## src/rtl/player_motion_controller_pkg.sv

```systemverilog
// Shared encodings, screen bounds and physics constants for the player sprite motion block.
// step_x applies one tick of horizontal walking with clamping to the visible area.
package player_motion_controller_pkg;

  localparam logic [3:0]        PLAY_STATE = 4'd2;

  localparam logic [9:0]        SPAWN_X    = 10'd200;
  localparam logic [9:0]        GROUND_Y   = 10'd450;
  localparam logic [9:0]        X_MIN      = 10'd144;
  localparam logic [9:0]        X_MAX      = 10'd783;
  localparam logic [9:0]        Y_MIN      = 10'd35;
  localparam logic [9:0]        WALK_STEP  = 10'd2;

  localparam logic signed [3:0] JUMP_V     = -4'sd7;
  localparam logic signed [3:0] MAX_FALL   = 4'sd7;
  localparam logic signed [5:0] GRAVITY    = 6'sd1;
  localparam logic signed [5:0] GRAVITY_DN = 6'sd2;

  localparam int                FRAME_DIV  = 4;
  localparam int                NUM_FRAMES = 8;

  typedef enum logic [1:0] {
    POSE_IDLE  = 2'd0,
    POSE_RIGHT = 2'd1,
    POSE_LEFT  = 2'd2,
    POSE_JUMP  = 2'd3
  } pose_t;

  typedef enum logic {
    ST_GROUNDED = 1'b0,
    ST_AIRBORNE = 1'b1
  } motion_state_t;

  function automatic logic [9:0] step_x(input logic [9:0] x,
                                        input logic       go_left,
                                        input logic       go_right);
    logic [10:0] inc;
    inc = {1'b0, x} + {1'b0, WALK_STEP};
    if (go_right && !go_left)
      step_x = (inc > {1'b0, X_MAX}) ? X_MAX : inc[9:0];
    else if (go_left && !go_right)
      step_x = (x < X_MIN + WALK_STEP) ? X_MIN : x - WALK_STEP;
    else
      step_x = x;
  endfunction

endpackage

```

## src/rtl/player_motion_controller_anim_frame_counter.sv

```systemverilog
// Walk-cycle frame counter: advances the frame once every FRAME_DIV enabled ticks, wrapping
// after NUM_FRAMES-1. The divider is a down-counter reloaded on terminal count or clear.
module player_motion_controller_anim_frame_counter #(
  parameter int FRAME_DIV  = 4,
  parameter int NUM_FRAMES = 8
) (
  input  logic       clk,
  input  logic       rst,
  input  logic       tick,
  input  logic       enable,
  input  logic       clear,
  output logic [6:0] frame
);

  localparam int              DW         = (FRAME_DIV > 1) ? $clog2(FRAME_DIV) : 1;
  localparam logic [DW-1:0]   DIV_LOAD   = DW'(FRAME_DIV - 1);
  localparam logic [6:0]      LAST_FRAME = 7'(NUM_FRAMES - 1);

  logic [DW-1:0] div_cnt;

  always_ff @(posedge clk or negedge rst) begin
    if (!rst) begin
      div_cnt <= DIV_LOAD;
      frame   <= '0;
    end else if (tick) begin
      if (clear) begin
        div_cnt <= DIV_LOAD;
        frame   <= '0;
      end else if (enable) begin
        if (div_cnt == '0) begin
          div_cnt <= DIV_LOAD;
          frame   <= (frame == LAST_FRAME) ? '0 : frame + 7'd1;
        end else begin
          div_cnt <= div_cnt - DW'(1);
        end
      end
    end
  end

endmodule

```

## src/rtl/player_motion_controller.sv

```systemverilog
// Per-tick player sprite sequencing: walking, jump/gravity physics and walk animation.
// state       | meaning
// ST_GROUNDED | standing or walking on the floor; an up edge launches a jump
// ST_AIRBORNE | rising or falling; integrates y_speed, lands at GROUND_Y
module player_motion_controller
  import player_motion_controller_pkg::*;
(
  input  logic       clk,
  input  logic       rst,
  input  logic       tick,
  input  logic [3:0] curr_state,
  input  logic       up,
  input  logic       down,
  input  logic       left,
  input  logic       right,
  output logic [9:0] xpos,
  output logic [9:0] ypos,
  output logic [1:0] pose,
  output logic [6:0] animation_frame_num,
  output logic       airborne
);

  motion_state_t     state, state_nxt;
  logic signed [3:0] y_speed, spd_nxt;
  logic [9:0]        x_nxt, y_nxt;
  logic              up_q;
  pose_t             pose_q, pose_nxt;
  logic              in_play, walking, up_edge;
  logic              anim_en, anim_clr;
  logic signed [10:0] y_sum;
  logic signed [5:0]  spd_sum;

  assign in_play = (curr_state == PLAY_STATE);
  assign walking = left ^ right;
  assign up_edge = up & ~up_q;
  assign y_sum   = $signed({1'b0, ypos}) + $signed({{7{y_speed[3]}}, y_speed});
  assign spd_sum = $signed({{2{y_speed[3]}}, y_speed}) + (down ? GRAVITY_DN : GRAVITY);

  always_ff @(posedge clk or negedge rst) begin
    if (!rst) begin
      state   <= ST_GROUNDED;
      xpos    <= SPAWN_X;
      ypos    <= GROUND_Y;
      y_speed <= '0;
      pose_q  <= POSE_IDLE;
      up_q    <= 1'b0;
    end else if (tick) begin
      state   <= state_nxt;
      xpos    <= x_nxt;
      ypos    <= y_nxt;
      y_speed <= spd_nxt;
      pose_q  <= pose_nxt;
      up_q    <= up;
    end
  end

  always_comb begin
    state_nxt = state;
    y_nxt     = ypos;
    spd_nxt   = y_speed;
    x_nxt     = step_x(xpos, left, right);
    if (!in_play) begin
      state_nxt = ST_GROUNDED;
      y_nxt     = GROUND_Y;
      spd_nxt   = '0;
      x_nxt     = SPAWN_X;
    end else begin
      case (state)
        ST_GROUNDED: begin
          if (up_edge) begin
            spd_nxt   = JUMP_V;
            state_nxt = ST_AIRBORNE;
          end
        end
        ST_AIRBORNE: begin
          if (y_sum >= $signed({1'b0, GROUND_Y})) begin
            y_nxt     = GROUND_Y;
            spd_nxt   = '0;
            state_nxt = ST_GROUNDED;
          end else if (y_sum < $signed({1'b0, Y_MIN})) begin
            // Head bump: pin to the ceiling and restart the fall from rest.
            y_nxt   = Y_MIN;
            spd_nxt = '0;
          end else begin
            y_nxt   = y_sum[9:0];
            spd_nxt = (spd_sum > $signed({2'b00, MAX_FALL})) ? MAX_FALL : spd_sum[3:0];
          end
        end
      endcase
    end
  end

  // Pose and animation follow the post-update state, so the launch tick already shows JUMP.
  always_comb begin
    pose_nxt = POSE_IDLE;
    anim_en  = 1'b0;
    anim_clr = 1'b0;
    if (!in_play) begin
      anim_clr = 1'b1;
    end else if (state_nxt == ST_AIRBORNE) begin
      pose_nxt = POSE_JUMP;
    end else if (walking) begin
      anim_en  = 1'b1;
      pose_nxt = right ? POSE_RIGHT : POSE_LEFT;
    end else begin
      anim_clr = 1'b1;
    end
  end

  assign pose     = pose_q;
  assign airborne = (state == ST_AIRBORNE);

  player_motion_controller_anim_frame_counter #(
    .FRAME_DIV  (FRAME_DIV),
    .NUM_FRAMES (NUM_FRAMES)
  ) u_anim (
    .clk    (clk),
    .rst    (rst),
    .tick   (tick),
    .enable (anim_en),
    .clear  (anim_clr),
    .frame  (animation_frame_num)
  );

endmodule

```

## config.mk

```make
export PLATFORM = sky130hd
export DESIGN_NAME = player_motion_controller
export DESIGN_NICKNAME = d
export VERILOG_FILES = /design/src/rtl/player_motion_controller_pkg.sv /design/src/rtl/player_motion_controller_anim_frame_counter.sv /design/src/rtl/player_motion_controller.sv
export SDC_FILE = /design/constraint.sdc
export NUM_CORES = 1
export LEC_CHECK = 0
export BUFFER_PORTS_ARGS = -buffer_cell sky130_fd_sc_hd__buf_4
export CORE_ASPECT_RATIO = 1.4
export CORE_MARGIN = 2
export CORE_UTILIZATION = 58
export DETAILED_ROUTE_END_ITERATION = 10
export GPL_ROUTABILITY_DRIVEN = 0
export GPL_TIMING_DRIVEN = 0
export PLACE_DENSITY = 0.8
export SYNTH_ARGS = -nofsm -noshare
export SYNTH_HDL_FRONTEND = slang
export SYNTH_SLANG_ARGS = --single-unit
```

## constraint.sdc

```tcl
create_clock -name clk -period 3.35 [get_ports clk]
set_clock_uncertainty 0.05 [all_clocks]
set_input_delay 0.1675 -clock clk [delete_from_list [all_inputs] [get_ports clk]]
set_output_delay 0.1675 -clock clk [all_outputs]
set_load 0.05 [all_outputs]
```

Word-level counts from Yosys, hierarchy flattened
Cells that the tools add are included.
Word-level totals
  flip-flop bits (word level): 37
  input port bits: 11
Operators by class
  add/subtract/negate cells: 6
  order comparisons: 5
  equal/unequal tests: 5
  muxes and demuxes: 37
  bitwise operators: 4
  reduce and logical (&&, ||, !) cells: 12
Operators by type and width (number)
  $mux 10: 9
  $mux 7: 4
  $mux 4: 5
  $mux 2: 8
  $add 10x2->11 const B: 1
  $add 11x4->11: 1
  $ge 11x10->1 const B: 1
  $gt 11x10->1 const B: 1
  $lt 11x7->1 const B: 1
  $lt 10x8->1 const B: 1
  $sub 10x2->10 const B: 1
  $mux 1: 9
  $pmux 4 s2: 1
  $reduce_and 2->1: 4
  $add 7x1->7 const B: 1
  $eq 7x3->1 const B: 1
  $add 4x3->5: 1
  $gt 5x4->1 const B: 1
  $eq 4x2->1 const B: 1
  $reduce_bool 2->1: 2
  $ne 3x1->1 const B: 1
  $ne 3x3->1 const B: 1
  $reduce_and 3->1: 1
  $logic_and 1x1->1: 2
  other kinds (8): 10

Logic depth before layout (Yosys ltp)
  depth after elaboration: 9
  mapped depth: 12

By module
From an unflattened synthesis, not the netlist that was laid out.
Unflattened totals
  cells, all modules: 360
  area total of the unflattened synthesis: 3046.7 µm²
By module, submodules not included
  player_motion_controller: times used 1, cells an instance 295, area an instance 2489.9 µm²
  player_motion_controller_anim_frame_counter: times used 1, cells an instance 65, area an instance 556.8 µm²

Worst setup path before layout
No wires, ideal clock.
  path kind: register to register
  from: register ypos[0]
  to: register u_anim.frame[1]
  setup time: 0.122 ns
  data arrival time: 2.995 ns
  required time: 3.178 ns
  path slack: 0.183 ns
  stages on the path, launching flop included: 13
  clock period less this slack: 3.167 ns
  cells stage by stage: dfrtp_1 > ha_1 > inv_1 > fa_1 > nand2b_1 > a211oi_2 > o21a_1 > and3_4 > a211o_1 > o311ai_4 > and3_1 > buf_4 > a32o_1
On the way
  longest elaborated chain between the ends: 9
RTL lines
  from (decl): RTL line player_motion_controller.sv:17  | output logic [9:0] ypos,
  from (signal assigned): RTL line player_motion_controller.sv:50  | ypos <= y_nxt;
  $add 11x4->11 (*): RTL line player_motion_controller.sv:36  | assign y_sum = $signed({1'b0, ypos}) + $signed({{7{y_speed[3]}}, y_speed});
  $ge 11x10->1 (*): RTL line player_motion_controller.sv:76  | if (y_sum >= $signed({1'b0, GROUND_Y})) begin
  $mux 1 (*): RTL line player_motion_controller.sv:76
  $pmux 1 s2 (*): RTL line player_motion_controller.sv:68  | case (state)
  $mux 1 (*): RTL line player_motion_controller.sv:62  | if (!in_play) begin
  $mux 1: RTL line player_motion_controller.sv:100  | end else if (state_nxt == ST_AIRBORNE) begin
  $mux 1: RTL line player_motion_controller.sv:98  | if (!in_play) begin
  $reduce_bool 2->1 (no source line)
  $reduce_and 3->1 (no source line)
  to (signal assigned): RTL line player_motion_controller_anim_frame_counter.sv:32  | frame <= (frame == LAST_FRAME) ? '0 : frame + 7'd1;
  to (decl): RTL line player_motion_controller_anim_frame_counter.sv:12  | output logic [6:0] frame
Every way passes the cells marked *; elsewhere a longest branch is shown, timed or not.
A chain may end at the register's enable or synchronous reset.

Worst setup path in the final report
Ends and elaborated chain as after synthesis.

==> reports/metrics.csv <==
stage;metric;value;unit
logic_synthesis;mux cell area share after synthesis;1.04;%
detailed_routing;vias;3025;
place;I/O Buffers;39;
critical_path;Crit Path Class;register to register;
clock_network;htree depth;2;
hold_path;worst hold path class;input port to register;
logic_synthesis;top-count cell post-synth;nand2_1;
logic_synthesis;largest family of logic cells by synthesized area;compound AO/OA/AOI/OAI gates;
floorplan;DIE HEIGHT;89.3;µm
detailed_routing;initial DRC count;302;
logic_synthesis;Ys Warns;0;
clock_network;Post-CTS Setup Repair Bufs;0;
pwr;Comb power frac;16.8;%
floorplan;initial core utilization;59.3;%
clock_network;Reg clk slew, reported paths;0.08;ns
logic_synthesis;top-area cell type share of the netlist area;23.3;%
detailed_routing;post-route ant nets;0;
critical_path;WP data arrival;3.34;ns
logic_synthesis;Post-synth EDFFs;0;
timing;Max Slew Vio Count;0;
clock_network;CTS tree;yes;
pwr;pwr dens;314;nW/µm²
timing;Final Hold Vio Count;0;
global_route;first-pass GRT wire length;12.6;mm
logic_synthesis;Yosys reg bits;37;
logic_synthesis;ys flop type;dfrtp_1;
pwr;Sequential Power Share;41.1;%
critical_path;CP Capture Type;register;
clock_network;Clock Latency Late Sink;0.29;ns
logic_synthesis;XOR/XNOR Fraction of Synth Area;2.91;%
logic_synthesis;Synth Area in Compound Gates;28.8;%
pwr;Switching Fraction;26.9;%
logic_synthesis;syn_area_per_cell;8.30;µm²
floorplan;Die ar.;5790;µm²
critical_path;Startpoint Class;register;
floorplan;# rows;31;
logic_synthesis;total nets after synthesis;396;
critical_path;Req. time, crit path;3.48;ns
floorplan;# IOs;41;
clock_network;CTS buffer count;5;
global_route;largest net degree at the start of global routing;38;
timing;RSZ-0062 raised after global routing;no;
timing;Slew @ Worst Pin;0.979;ns
detailed_routing;drt first pass iters;5;
global_route;Total GRT Usage;27.5;%
timing;worst rel slew slack;33.8;%
clock_network;Clk Tree Root Cell;clkbuf_8;
timing;TNS Setup;0;ns
pwr;Static Leak;1.58;nW
floorplan;CORE AREA;5080;µm²
pwr;Psw;301;µW
logic_synthesis;register area share after synthesis;31.1;%
detailed_routing;DR WL/cell;16.3;µm
timing;Fmax;312;MHz
global_route;initial antenna violation count;0;
clock_network;Sinks on Clock Net;37;
timing;WHS;0.0927;ns
clock_network;Clock Path Buffers;2;
global_route;vias in the first global route;2913;
logic_synthesis;Async S/R FF share, synth;100;%
logic_synthesis;commonest cells in the netlist;42 x nand2_1, 30 x a21oi_1, 28 x dfrtp_1;
floorplan;Die Width;64.9;µm
detailed_routing;vias per cell;6.34;
finish;Net count, final;443;
pwr;Clk pwr share;42.1;%
pwr;Max rail drop VDD;285;µV
logic_synthesis;Simple-Gate Fraction of Synth Area;22.1;%
run_status;status;completed;
logic_synthesis;post-synth top area cell;dfrtp_1;
detailed_routing;Total Wirelength;7.77;mm
timing;Final Cycle Share;95.8;%
finish;P&R area growth vs syn;18.5;%
global_route;gr ovfl total;0;
job;# Max-Cap Violations;0;
logic_synthesis;Syn Inst Count;363;
logic_synthesis;Synth area leaders;dfrtp_1 23%, ha_1 8.3%, dfstp_2 7.9%;
logic_synthesis;adder-cell area share of the yosys netlist;9.64;%
finish;n_diodes;0;
finish;layout cells sized above 1;17.8;%
place;post-DP HPWL;5.60;mm
detailed_routing;DR DRC count;0;
logic_synthesis;post-synthesis cell area;3010;µm²
critical_path;crit-path max FO;6;
timing;crit path time final;3.21;ns
timing;Final setup viols;0;
pwr;P_int;817;µW
logic_synthesis;Synth cell types;69;
placed cells by master, fill, tap and decap left out, types with 3 or more instances in the layout:
cell type  Yosys  layout
o21a_1         4       4
ha_1          20      19
and2_1         4       4
nand3_1       17      17
o21ai_0       26      25
xnor2_1        4       4
dfrtp_1       28      27
inv_1         19      19
clkbuf_1       9       9
o211ai_1       5       5
o21ai_1        2       3
a21o_1         8       8
nor3_1         9       8
nand2_1       42      42
dfstp_2        9       9
a31oi_1        5       5
o31ai_1        4       4
nand4_1        5       5
nor2_1        21      21
o2bb2ai_1      3       3
a21oi_1       30      30
a21boi_0       3       3
xor2_1         6       5
nor2b_1        4       4
clkbuf_8       0       5
a22o_1         6       6
or3_1          4       4
buf_4          2      41
nand2b_1       8       8
metal layers:
metal  wire length, µm  up-vias  global-route usage [%]
met4               224        0                    12.6
met3               413       28                    4.79
met1              3050     1440                    29.8
met5                 0        -                       0
li1                  -     1431                       -
met2              4080      126                    51.8
worst max-delay path: stages, from the launching register on:
cell and delay [ns]:
dfrtp_1 0.40, ha_2 0.23, inv_1 0.07, fa_1 0.41
nand2b_1 0.22, a211oi_4 0.31, o21a_1 0.25, and3_4 0.21
a211o_1 0.18, o311ai_4 0.13, and3_1 0.24, buf_4 0.15
a32o_1 0.25
per-stage QoR:
stage               instance area, µm²  power, mW  std cells  setup WS [ns]  utilization [%]
floorplan                         3010      0.589        363          0.183                -
global placement                  3390      0.638        468          0.171             66.7
detailed placement                3390      0.643        468          0.139             66.7
CTS                               3530       1.11        477         0.0898             69.5
global route                      3570       1.17        477       0.000178             70.2
finish                            3570       1.12        477          0.141             70.2
cells by family after synthesis:
family,count (synthesis)
xor+xnor,10
flops,37
compound gates,126
fa+ha+maj,22
mux,3
buf+inv,33
simple gates,132
worst paths after layout:
path	startpoint	end	slack [ns]	cells after the start
max in group asynchronous	rst	ypos[8]	2.55	2
worst max-delay path	ypos[0]	u_anim.frame[1]	0.14	12
min in group asynchronous	rst	xpos[4]	0.32	2
worst max register to register	ypos[0]	u_anim.frame[1]	0.14	12
worst min-delay path	up	up_q	0.09	3
worst min register to register	pose[0]	pose[0]	0.44	1
area by class of cell:
type,count,area (µm²)
buffer,12,52.6
clock buffer,5,68.8
clock inverter,3,65.1
fill,438,1510
inverter,21,78.8
multi-input combinational,293,1980
sequential,37,938
tap,66,82.6
timing repair buffer,40,303
flip-flops by register name, summed over array words and instances, names as in the netlist:
| name | count |
|---|---|
| xpos | 10 |
| airborne | 1 |
| ypos | 10 |
| pose | 2 |
| u_anim.div_cnt | 2 |
| y_speed | 4 |
| up_q | 1 |
| u_anim.frame | 7 |
repair_timing:
item / 4_1_cts / 5_1_grt
endpoints found under the setup margin: 0 / 18
hold endpoints to repair: 28 / 0
resized for setup: 0 / 8
hold buffers: 1 / 0
power by group through the flow:
stage	Sequential (mW)	Clock [mW]	Combinational, mW
floorplan	0.472	0	0.117
finish	0.460	0.471	0.188
global route	0.461	0.500	0.209
detailed placement	0.468	0	0.175
global placement	0.468	0	0.170
CTS	0.459	0.477	0.177
(Power assumes the default switching activity.)
